File: config.mk
export PLATFORM = sky130hd
export DESIGN_NAME = ascii_int_tokenizer
export DESIGN_NICKNAME = d
export VERILOG_FILES = /design/src/rtl/ascii_num_pkg.sv /design/src/rtl/decimal_accumulator.sv /design/src/rtl/ascii_int_tokenizer.sv
export SDC_FILE = /design/constraint.sdc
export NUM_CORES = 1
export LEC_CHECK = 0
export ABC_AREA = 1
export ABC_CLOCK_PERIOD_IN_PS = 3000
export CORE_MARGIN = 5
export CORE_UTILIZATION = 60
export DETAILED_ROUTE_END_ITERATION = 16
export PLACE_DENSITY = 0.82
export SYNTH_ARGS = -nofsm -noshare
export SYNTH_HDL_FRONTEND = slang
export SYNTH_HIERARCHICAL = 1
export SYNTH_SLANG_ARGS = --single-unit
File: constraint.sdc
create_clock -name clk -period 3 [get_ports clk]
set_clock_uncertainty 0.05 [all_clocks]
set_input_delay 0.45 -clock clk [delete_from_list [all_inputs] [get_ports clk]]
set_output_delay 0.45 -clock clk [all_outputs]
set_load 0.03 [all_outputs]
File: src/rtl/ascii_num_pkg.sv
// Shared definitions for the ASCII decimal tokenizer: byte codes, the parser
// state encoding, byte classification and the signed 32-bit magnitude limits.
package ascii_num_pkg;

    localparam logic [7:0] CH_ZERO  = 8'h30;
    localparam logic [7:0] CH_NINE  = 8'h39;
    localparam logic [7:0] CH_MINUS = 8'h2D;
    localparam logic [7:0] CH_SPACE = 8'h20;
    localparam logic [7:0] CH_COMMA = 8'h2C;
    localparam logic [7:0] CH_TAB   = 8'h09;
    localparam logic [7:0] CH_CR    = 8'h0D;
    localparam logic [7:0] CH_LF    = 8'h0A;
    localparam logic [7:0] CH_SEMI  = 8'h3B;

    // Largest positive int32 magnitude and magnitude of the most negative int32
    localparam logic [31:0] INT32_POS_MAX = 32'h7FFF_FFFF;
    localparam logic [31:0] INT32_NEG_MAG = 32'h8000_0000;

    typedef enum logic [2:0] {
        S_IDLE = 3'd0,
        S_NEG  = 3'd1,
        S_NUM  = 3'd2,
        S_SKIP = 3'd3,
        S_DONE = 3'd4
    } tok_state_t;

    typedef enum logic [2:0] {
        C_DIGIT   = 3'd0,
        C_MINUS   = 3'd1,
        C_SEP     = 3'd2,
        C_TERM    = 3'd3,
        C_ILLEGAL = 3'd4
    } tok_class_t;

    // Map an input byte onto the small set of classes the parser reacts to
    function automatic tok_class_t classify(input logic [7:0] b);
        tok_class_t c;
        if ((b >= CH_ZERO) && (b <= CH_NINE)) begin
            c = C_DIGIT;
        end else if (b == CH_MINUS) begin
            c = C_MINUS;
        end else if ((b == CH_SPACE) || (b == CH_COMMA) || (b == CH_TAB) || (b == CH_CR)) begin
            c = C_SEP;
        end else if ((b == CH_LF) || (b == CH_SEMI)) begin
            c = C_TERM;
        end else begin
            c = C_ILLEGAL;
        end
        return c;
    endfunction

endpackage

File: src/rtl/decimal_accumulator.sv
// Combinational decimal step: next_acc = acc*10 + digit.
// With ASCII_TOKEN_OVERFLOW_DETECT_EN defined the result saturates at the
// int32 magnitude limit for the token's sign and flags overflow; otherwise the
// magnitude wraps modulo 2^32 and overflow is always 0.
module decimal_accumulator
    import ascii_num_pkg::*;
(
    input  logic [31:0] acc,
    input  logic [3:0]  digit,
    input  logic        neg,
    output logic [31:0] next_acc,
    output logic        overflow
);

    logic [35:0] acc_w_s;
    logic [35:0] prod_s;

    // Widen so the x10 product of any in-range magnitude is exact
    assign acc_w_s = {4'd0, acc};
    assign prod_s  = (acc_w_s << 3) + (acc_w_s << 1) + {32'd0, digit};

`ifdef ASCII_TOKEN_OVERFLOW_DETECT_EN
    logic [35:0] limit_s;

    assign limit_s = neg ? {4'd0, INT32_NEG_MAG} : {4'd0, INT32_POS_MAX};

    // Clamp to the sign-dependent limit; once clamped, further digits keep it there
    always_comb begin
        if (prod_s > limit_s) begin
            next_acc = limit_s[31:0];
            overflow = 1'b1;
        end else begin
            next_acc = prod_s[31:0];
            overflow = 1'b0;
        end
    end
`else
    logic unused_s;

    assign unused_s = ^{neg, prod_s[35:32]};

    // Plain modulo-2^32 accumulation
    always_comb begin
        next_acc = prod_s[31:0];
        overflow = 1'b0;
    end
`endif

endmodule

File: src/rtl/ascii_int_tokenizer.sv
// ASCII decimal integer tokenizer feeding the RAM write controller.
// Parses whitespace/comma separated signed integers terminated by LF or ';',
// emitting one registered data_valid pulse per token, a running token count
// and a parse_done level. The frame is re-armed with a clear pulse in S_DONE.
// MAX_TOKENS must not exceed 2**COUNT_W - 1.
// Optional: ASCII_TOKEN_OVERFLOW_DETECT_EN enables magnitude saturation and
// the sticky err_overflow flag (tied 0 when undefined).
module ascii_int_tokenizer
    import ascii_num_pkg::*;
#(
    parameter int COUNT_W    = 11,
    parameter int MAX_TOKENS = 2047
) (
    input  logic               clk,
    input  logic               rst_n,
    input  logic [7:0]         rx_data,
    input  logic               rx_valid,
    output logic               rx_ready,
    input  logic               clear,
    output logic [31:0]        data_out,
    output logic               data_valid,
    output logic [COUNT_W-1:0] total_count,
    output logic               parse_done,
    output logic               err_format,
    output logic               err_overflow
);

    tok_state_t  state_r;
    tok_state_t  state_next_s;
    tok_class_t  class_s;
    logic        accept_s;
    logic [3:0]  digit_s;
    logic [31:0] acc_r;
    logic        neg_r;
    logic [31:0] acc_next_s;
    logic        acc_ovf_s;
    logic [31:0] emit_value_s;
    logic        cap_hit_s;

    // Control decode outputs
    logic        acc_load_s;
    logic        acc_neg_s;
    logic        acc_step_s;
    logic        emit_s;
    logic        err_fmt_set_s;
    logic        ovf_set_s;
    logic        clear_frame_s;

    assign accept_s     = rx_valid && rx_ready;
    assign class_s      = classify(rx_data);
    assign digit_s      = rx_data[3:0];
    assign cap_hit_s    = (total_count == COUNT_W'(MAX_TOKENS));
    assign emit_value_s = neg_r ? (32'd0 - acc_r) : acc_r;

    decimal_accumulator u_acc (
        .acc      (acc_r),
        .digit    (digit_s),
        .neg      (neg_r),
        .next_acc (acc_next_s),
        .overflow (acc_ovf_s)
    );

    // Parser state register
    always_ff @(posedge clk or negedge rst_n) begin
        if (!rst_n) begin
            state_r <= S_IDLE;
        end else begin
            state_r <= state_next_s;
        end
    end

    // Next-state selection from current state and accepted byte class
    always_comb begin
        state_next_s = state_r;
        case (state_r)
            S_IDLE: begin
                if (accept_s) begin
                    case (class_s)
                        C_DIGIT: state_next_s = S_NUM;
                        C_MINUS: state_next_s = S_NEG;
                        C_SEP:   state_next_s = S_IDLE;
                        C_TERM:  state_next_s = S_DONE;
                        default: state_next_s = S_SKIP;
                    endcase
                end else begin
                    state_next_s = state_r;
                end
            end
            S_NEG, S_NUM: begin
                if (accept_s) begin
                    case (class_s)
                        C_DIGIT: state_next_s = S_NUM;
                        C_SEP:   state_next_s = S_IDLE;
                        C_TERM:  state_next_s = S_DONE;
                        default: state_next_s = S_SKIP;
                    endcase
                end else begin
                    state_next_s = state_r;
                end
            end
            S_SKIP: begin
                if (accept_s) begin
                    case (class_s)
                        C_SEP:   state_next_s = S_IDLE;
                        C_TERM:  state_next_s = S_DONE;
                        default: state_next_s = S_SKIP;
                    endcase
                end else begin
                    state_next_s = state_r;
                end
            end
            S_DONE: begin
                if (clear) begin
                    state_next_s = S_IDLE;
                end else begin
                    state_next_s = S_DONE;
                end
            end
            default: state_next_s = S_IDLE;
        endcase
    end

    // Datapath control decode: accumulator moves, token emission, error raising
    always_comb begin
        acc_load_s    = 1'b0;
        acc_neg_s     = 1'b0;
        acc_step_s    = 1'b0;
        emit_s        = 1'b0;
        err_fmt_set_s = 1'b0;
        ovf_set_s     = 1'b0;
        clear_frame_s = 1'b0;
        case (state_r)
            S_IDLE: begin
                if (accept_s) begin
                    case (class_s)
                        C_DIGIT:   acc_load_s    = 1'b1;
                        C_ILLEGAL: err_fmt_set_s = 1'b1;
                        default:   acc_load_s    = 1'b0;
                    endcase
                end else begin
                    acc_load_s = 1'b0;
                end
            end
            S_NEG: begin
                if (accept_s) begin
                    case (class_s)
                        C_DIGIT: begin
                            acc_load_s = 1'b1;
                            acc_neg_s  = 1'b1;
                        end
                        default: err_fmt_set_s = 1'b1;
                    endcase
                end else begin
                    acc_load_s = 1'b0;
                end
            end
            S_NUM: begin
                if (accept_s) begin
                    case (class_s)
                        C_DIGIT: begin
                            acc_step_s = 1'b1;
                            ovf_set_s  = acc_ovf_s;
                        end
                        C_SEP, C_TERM: begin
                            if (cap_hit_s) begin
                                err_fmt_set_s = 1'b1;
                            end else begin
                                emit_s = 1'b1;
                            end
                        end
                        default: err_fmt_set_s = 1'b1;
                    endcase
                end else begin
                    acc_step_s = 1'b0;
                end
            end
            S_DONE: begin
                if (clear) begin
                    clear_frame_s = 1'b1;
                end else begin
                    clear_frame_s = 1'b0;
                end
            end
            default: clear_frame_s = 1'b0;
        endcase
    end

    // Registered handshake and frame-status levels derived from the next state
    always_ff @(posedge clk or negedge rst_n) begin
        if (!rst_n) begin
            rx_ready   <= 1'b1;
            parse_done <= 1'b0;
        end else begin
            rx_ready   <= (state_next_s != S_DONE);
            parse_done <= (state_next_s == S_DONE);
        end
    end

    // Magnitude accumulator and sign of the token in progress
    always_ff @(posedge clk or negedge rst_n) begin
        if (!rst_n) begin
            acc_r <= 32'd0;
            neg_r <= 1'b0;
        end else if (clear_frame_s) begin
            acc_r <= 32'd0;
            neg_r <= 1'b0;
        end else if (acc_load_s) begin
            acc_r <= {28'd0, digit_s};
            neg_r <= acc_neg_s;
        end else if (acc_step_s) begin
            acc_r <= acc_next_s;
        end
    end

    // Token output register: one-cycle valid pulse, value held between tokens
    always_ff @(posedge clk or negedge rst_n) begin
        if (!rst_n) begin
            data_out   <= 32'd0;
            data_valid <= 1'b0;
        end else begin
            data_valid <= emit_s;
            if (emit_s) begin
                data_out <= emit_value_s;
            end
        end
    end

    // Per-frame token counter, stepped together with data_valid
    always_ff @(posedge clk or negedge rst_n) begin
        if (!rst_n) begin
            total_count <= '0;
        end else if (clear_frame_s) begin
            total_count <= '0;
        end else if (emit_s) begin
            total_count <= total_count + COUNT_W'(1);
        end
    end

    // Sticky malformed-token flag, cleared only when a new frame starts
    always_ff @(posedge clk or negedge rst_n) begin
        if (!rst_n) begin
            err_format <= 1'b0;
        end else if (clear_frame_s) begin
            err_format <= 1'b0;
        end else if (err_fmt_set_s) begin
            err_format <= 1'b1;
        end
    end

`ifdef ASCII_TOKEN_OVERFLOW_DETECT_EN
    // Sticky magnitude-overflow flag, cleared only when a new frame starts
    always_ff @(posedge clk or negedge rst_n) begin
        if (!rst_n) begin
            err_overflow <= 1'b0;
        end else if (clear_frame_s) begin
            err_overflow <= 1'b0;
        end else if (ovf_set_s) begin
            err_overflow <= 1'b1;
        end
    end
`else
    logic unused_ovf_s;

    assign unused_ovf_s = acc_ovf_s ^ ovf_set_s;
    assign err_overflow = 1'b0;
`endif

endmodule

==> results of run 1 <==
-- final cells by class --
type,count,area [sq um]
Sequential cell,83,2080
Inverter,169,634
Tap cell,147,184
Fill cell,1059,3610
Multi-Input combinational cell,859,4520
Clock buffer,9,225
Timing Repair Buffer,71,688
Clock inverter,7,77.6
-- state kept, by name (all words and copies together) (netlist names), 3 cells and up --
| signal | count |
|---|---|
| acc_r | 32 |
| data_out | 32 |
| state_r | 3 |
| total_count | 11 |
-- routing by layer --
layer  share of wire (%)  vias to the layer above
li1                    -                     3692
met4                 3.4                        0
met1                  44                     3427
met5                   0                        -
met3                 5.9                       58
met2                  47                      248
-- power by group --
| group | internal [uW] | switching (uW) |
|---|---|---|
| clock | 650 | 481 |
| combinational | 1080 | 1960 |
| sequential | 1250 | 205 |
-- stage by stage --
stage,total power (uW),cells
after floorplan,3640,1134
after global placement,4380,1329
after detailed placement,4440,1329
after CTS,5590,1345
after global routing,6070,1345
final,5620,1345
-- worst max path at each step --
stage / startpoint / end / slack (ns) / cells past startpoint
detailed placement: rx_data[3] / acc_r[18] / -0.07 / 14
finish: rx_data[3] / acc_r[18] / 0.24 / 14
floorplan: rx_data[3] / acc_r[18] / 0.64 / 13
global placement: rx_data[3] / acc_r[18] / -0.01 / 14
global route: rx_data[3] / acc_r[16] / 0.05 / 14
CTS: rx_data[3] / acc_r[16] / 0.28 / 14
==> run metrics, run 1 <==
Placer Congestion=0.958; initial antenna violation count=0; CTS sink cnt=83; Diodes inserted=0; MaxCap Viol Count=0; CTS Hold Buffers Added=0; Worst VDD drop=0.448 mV; post-cts resize count=0; met3 GRT Util=around 4.9%; Synth Cell Area=approximately 7300 sq um; Critical Path RT=~3.2 ns; Final setup viols=0; Worst EP arrival=2.93 ns; Initial Utilization=61.2%; largest net degree at the start of global routing=44; cts bufs inserted=9; RSZ-0062 raised after global routing=no; drt wl/cell=~15 microns; Slowest-stage cell, CP=clkdlybuf4s50_1; Port Buffers=58; DPL Wire Length=15,200 microns; total track usage=around 28%; worst hold slack=~0.037 ns; status=finished, final reports clean; die outline height=about 120 microns; DP Worst Slack=-0.0659 ns; Via density=5.52; drc violations=0; final WL=19,900 microns; Tcrit/Tclk final=between 90 and 100%; clock root cell=clkbuf_16; area grow syn2layout=14.4%; Hold Violations, Final=0; crit end category=register; cell area after placement=8100 sq um; Leakage=0.00454 uW; Fmax achieved=approximately 360 MHz; Die X=roughly 120 microns; CP top delay family=adder cells; pwr dens=668 nW/um^2; M1 GR Usage=37.4%; Max clock buf depth=2; Die Area=~15,000 sq um; global-route wire length before repair=33,500 microns; number of global-route vias before repair=7,041; grt met2 use=46.4%; post-CTS setup repair buffer count=0; Iter 0 DRT Violations=approximately 670; Pins Over Slew Limit=0; total negative slack=0 ns; worst reg2reg endpoint=acc_r[18]; register-to-register path setup slack=0.36 ns; crit-path cells=clkdlybuf4s50_1 -> inv_1 -> fa_1 -> fa_1 -> inv_1 -> nand3_1 -> nand3_1 -> nand2_1 -> a21oi_1 -> nor2_1 -> nand2_1 -> nand2_1 -> nand3_1 -> o21ai_0; Setup crit start kind=input port; final instance area=8400 sq um; start of the worst register-to-register path=acc_r[2]; worst path buffer plus inverter count=3; Mapped Nets=1,208; Core Region=approximately 12,000 sq um; crit-path max cell delay=0.51 ns; Worst Max-Slew Pin Slew=0.562 ns; H-tree levels=3; setup ws final=roughly 0.24 ns; Reg2Reg Depth=13; Yosys warnings=6; most frequent cells in the layout=nand2_1, inv_1, nor2_1, nand3_1, dfrtp_1; Slew HR=62.5%; layout cells sized above 1=6.68%; Setup Crit Path Kind=input port to register; Worst Hold Class=input port to asynchronous set/reset pin; Clock Latency Late Sink=0.35 ns; remaining antenna violation count after routing=0; most common cell after layout, fill and taps aside=nand2_1; GRT overflow=0; NumNets Final=~1,300; I/O Pins=60; syn avg cell area=6.48 sq um; row count=40; Period minus WS final=2.76 ns; Via Count=7,425; GRT Max-Usage Layer=met2; Post-Route Utilization=70.0%; CP max FO=4; post-synthesis cell count=1,134; Initial DRT Pass Iterations=8; clock-pin slew on the worst setup and hold paths=approximately 0.06 ns; CTS tree=built
(Power assumes the default switching activity.)
==> run 2, diff against run 1 <==
Settings changed: REMOVE_ABC_BUFFERS set to 1.
==> run metrics, run 2 (synthesis results as in run 1) <==
FF/Latch Area=2080 sq um; status=finished, final reports clean; Initial Utilization=61.2%; remaining antenna violation count after routing=0; largest registers=acc_r x32, data_out x32, total_count x11; Pins Over Slew Limit=0; combinational share of power=between 50% and 60%; DP Worst Slack=-0.0799 ns; Setup crit start kind=input port; Hold Violations, Final=0; Die Area=between 10,000 and 15,000 sq um; row count=40; NumNets Final=roughly 1,300; post-CTS setup repair buffer count=0; CTS tree=built; die outline height=around 120 microns; Fmax achieved=360 MHz; RSZ-0062 raised after global routing=no; clock-pin slew on the worst setup and hold paths=0.07 ns; multi-input logic area=roughly 4500 sq um; Period minus WS final=roughly 2.8 ns; Leakage=0.00460 uW; Worst Hold Class=input port to asynchronous set/reset pin; H-tree levels=3; drt wl/cell=~15 microns; total track usage=28.6%; global-route wire length before repair=between 30,000 and 40,000 microns; Top cell by count, worst path=nand3_1; MaxCap Viol Count=0; Worst EP arrival=2.95 ns; Setup Crit Path Kind=input port to register; crit-path cells=clkdlybuf4s50_1 -> inv_1 -> fa_1 -> fa_1 -> inv_1 -> nand3_1 -> nand3_2 -> nand3_1 -> nand3_2 -> nand2_1 -> nand3_1 -> nand2_1 -> nand3_1 -> o21ai_0; setup ws final=0.225 ns; Tcrit/Tclk final=between 90% and 100%; most common cell after layout, fill and taps aside=nand2_1; Post-Route Utilization=70.9%; most frequent cells in the layout=nand2_1, inv_1, nor2_1, nand3_1, dfrtp_1; CTS sink cnt=83; Max clock buf depth=2; Final setup viols=0; layout cells sized above 1=under 10%; Port Buffers=58; Worst VDD drop=0.487 mV; clock root cell=clkbuf_16; worst reg2reg endpoint=acc_r[22]; Clock Latency Late Sink=roughly 0.35 ns; Critical Path RT=3.17 ns; GRT overflow=0; CP max FO=4; Iter 0 DRT Violations=674; Diodes inserted=0; I/O Pins=60; sequential share of power=24.3%; DPL Wire Length=15,100 microns; FILL cells=1,023; pwr dens=702 nW/um^2; Slew HR=63.0%; switching power=2650 uW; final instance area=around 8500 sq um; Via Count=7,429; crit end category=register; fraction of power spent switching nets=44.3%; Placer Congestion=0.939; register-to-register path setup slack=0.28 ns; worst hold slack=0.0236 ns; Via density=roughly 5.5; Die X=121 microns; Initial DRT Pass Iterations=6; clock share of power=about a quarter; Core Region=approximately 12,000 sq um; P_int=3330 uW; initial antenna violation count=0; number of global-route vias before repair=7,038; Worst Max-Slew Pin Slew=0.556 ns; Slowest-stage cell, CP=fa_1; Reg2Reg Depth=13; drc violations=0; area grow syn2layout=15.9%; cell area after placement=8120 sq um; cts bufs inserted=9; largest net degree at the start of global routing=45; start of the worst register-to-register path=acc_r[2]; final WL=20,000 microns; crit-path max cell delay=0.49 ns; Tot Pwr=5980 uW
## run 2: cell count changes in the layout (fill, tap and decap cells not counted), sizes merged
| cell | delta |
|---|---|
| bufinv | +4 |
| clkinv | -4 |
| buf | +2 |
| clkbuf | +1 |
| clkinvlp | -1 |
## run 2: cell type report
| cell class | instances | share of cell area [%] |
|---|---|---|
| Tap cell | 147 | 2.16 |
| Clock inverter | 6 | 1.87 |
| Clock buffer | 10 | 2.81 |
| Timing Repair Buffer | 73 | 8.25 |
| Inverter | 169 | 7.45 |
| Sequential cell | 83 | 24.4 |
| Multi-Input combinational cell | 859 | 53.1 |
## run 2: per-layer routing
metal | global-route usage [%] | up-vias | wire length (microns)
met1 | 38.1 | 3352 | 8690
li1 | - | 3689 | -
met5 | 0 | - | 0
met4 | 12.6 | 0 | 739
met2 | 46.1 | 319 | 9330
met3 | 4.21 | 69 | 1260
## run 2: worst max-delay path, delay by kind of cell
kind            cells  cell delay (ns)
compound gates      1             0.07
simple gates        8             0.78
buf+inv             3             0.66
fa+ha+maj           2             0.98
## run 2: worst max-delay path by stage
stage	from	endpoint	slack (ns)	depth (start not counted)
2_1_floorplan	rx_data[3]	acc_r[18]	0.61	13
3_3_place_gp	rx_data[3]	acc_r[18]	-0.003	14
3_5_place_dp	rx_data[3]	acc_r[16]	-0.08	14
4_1_cts	rx_data[3]	acc_r[18]	0.21	14
5_1_grt	rx_data[3]	acc_r[22]	0.04	15
6_report	rx_data[3]	acc_r[22]	0.23	14
## run 2: timing repair
item,CTS,global route
resized for setup,0,1
endpoints found under the setup margin,0,3
hold endpoints to repair,0,0
hold buffers,0,0
## run 2: power groups by stage
stage,Sequential (uW),Clock (uW),Combinational [uW]
after detailed placement,1470,0,2960
final,1450,1490,3040
after floorplan,1480,0,2160
after global placement,1460,0,2910
after CTS,1450,1500,3000
after global routing,1470,1550,3440
## run 2: per-stage QoR
step,setup TNS [ns],std cells
detailed placement,-0.391,1331
floorplan,0,1111
global route,0,1347
finish,0,1347
CTS,0,1347
global placement,-0.00318,1331
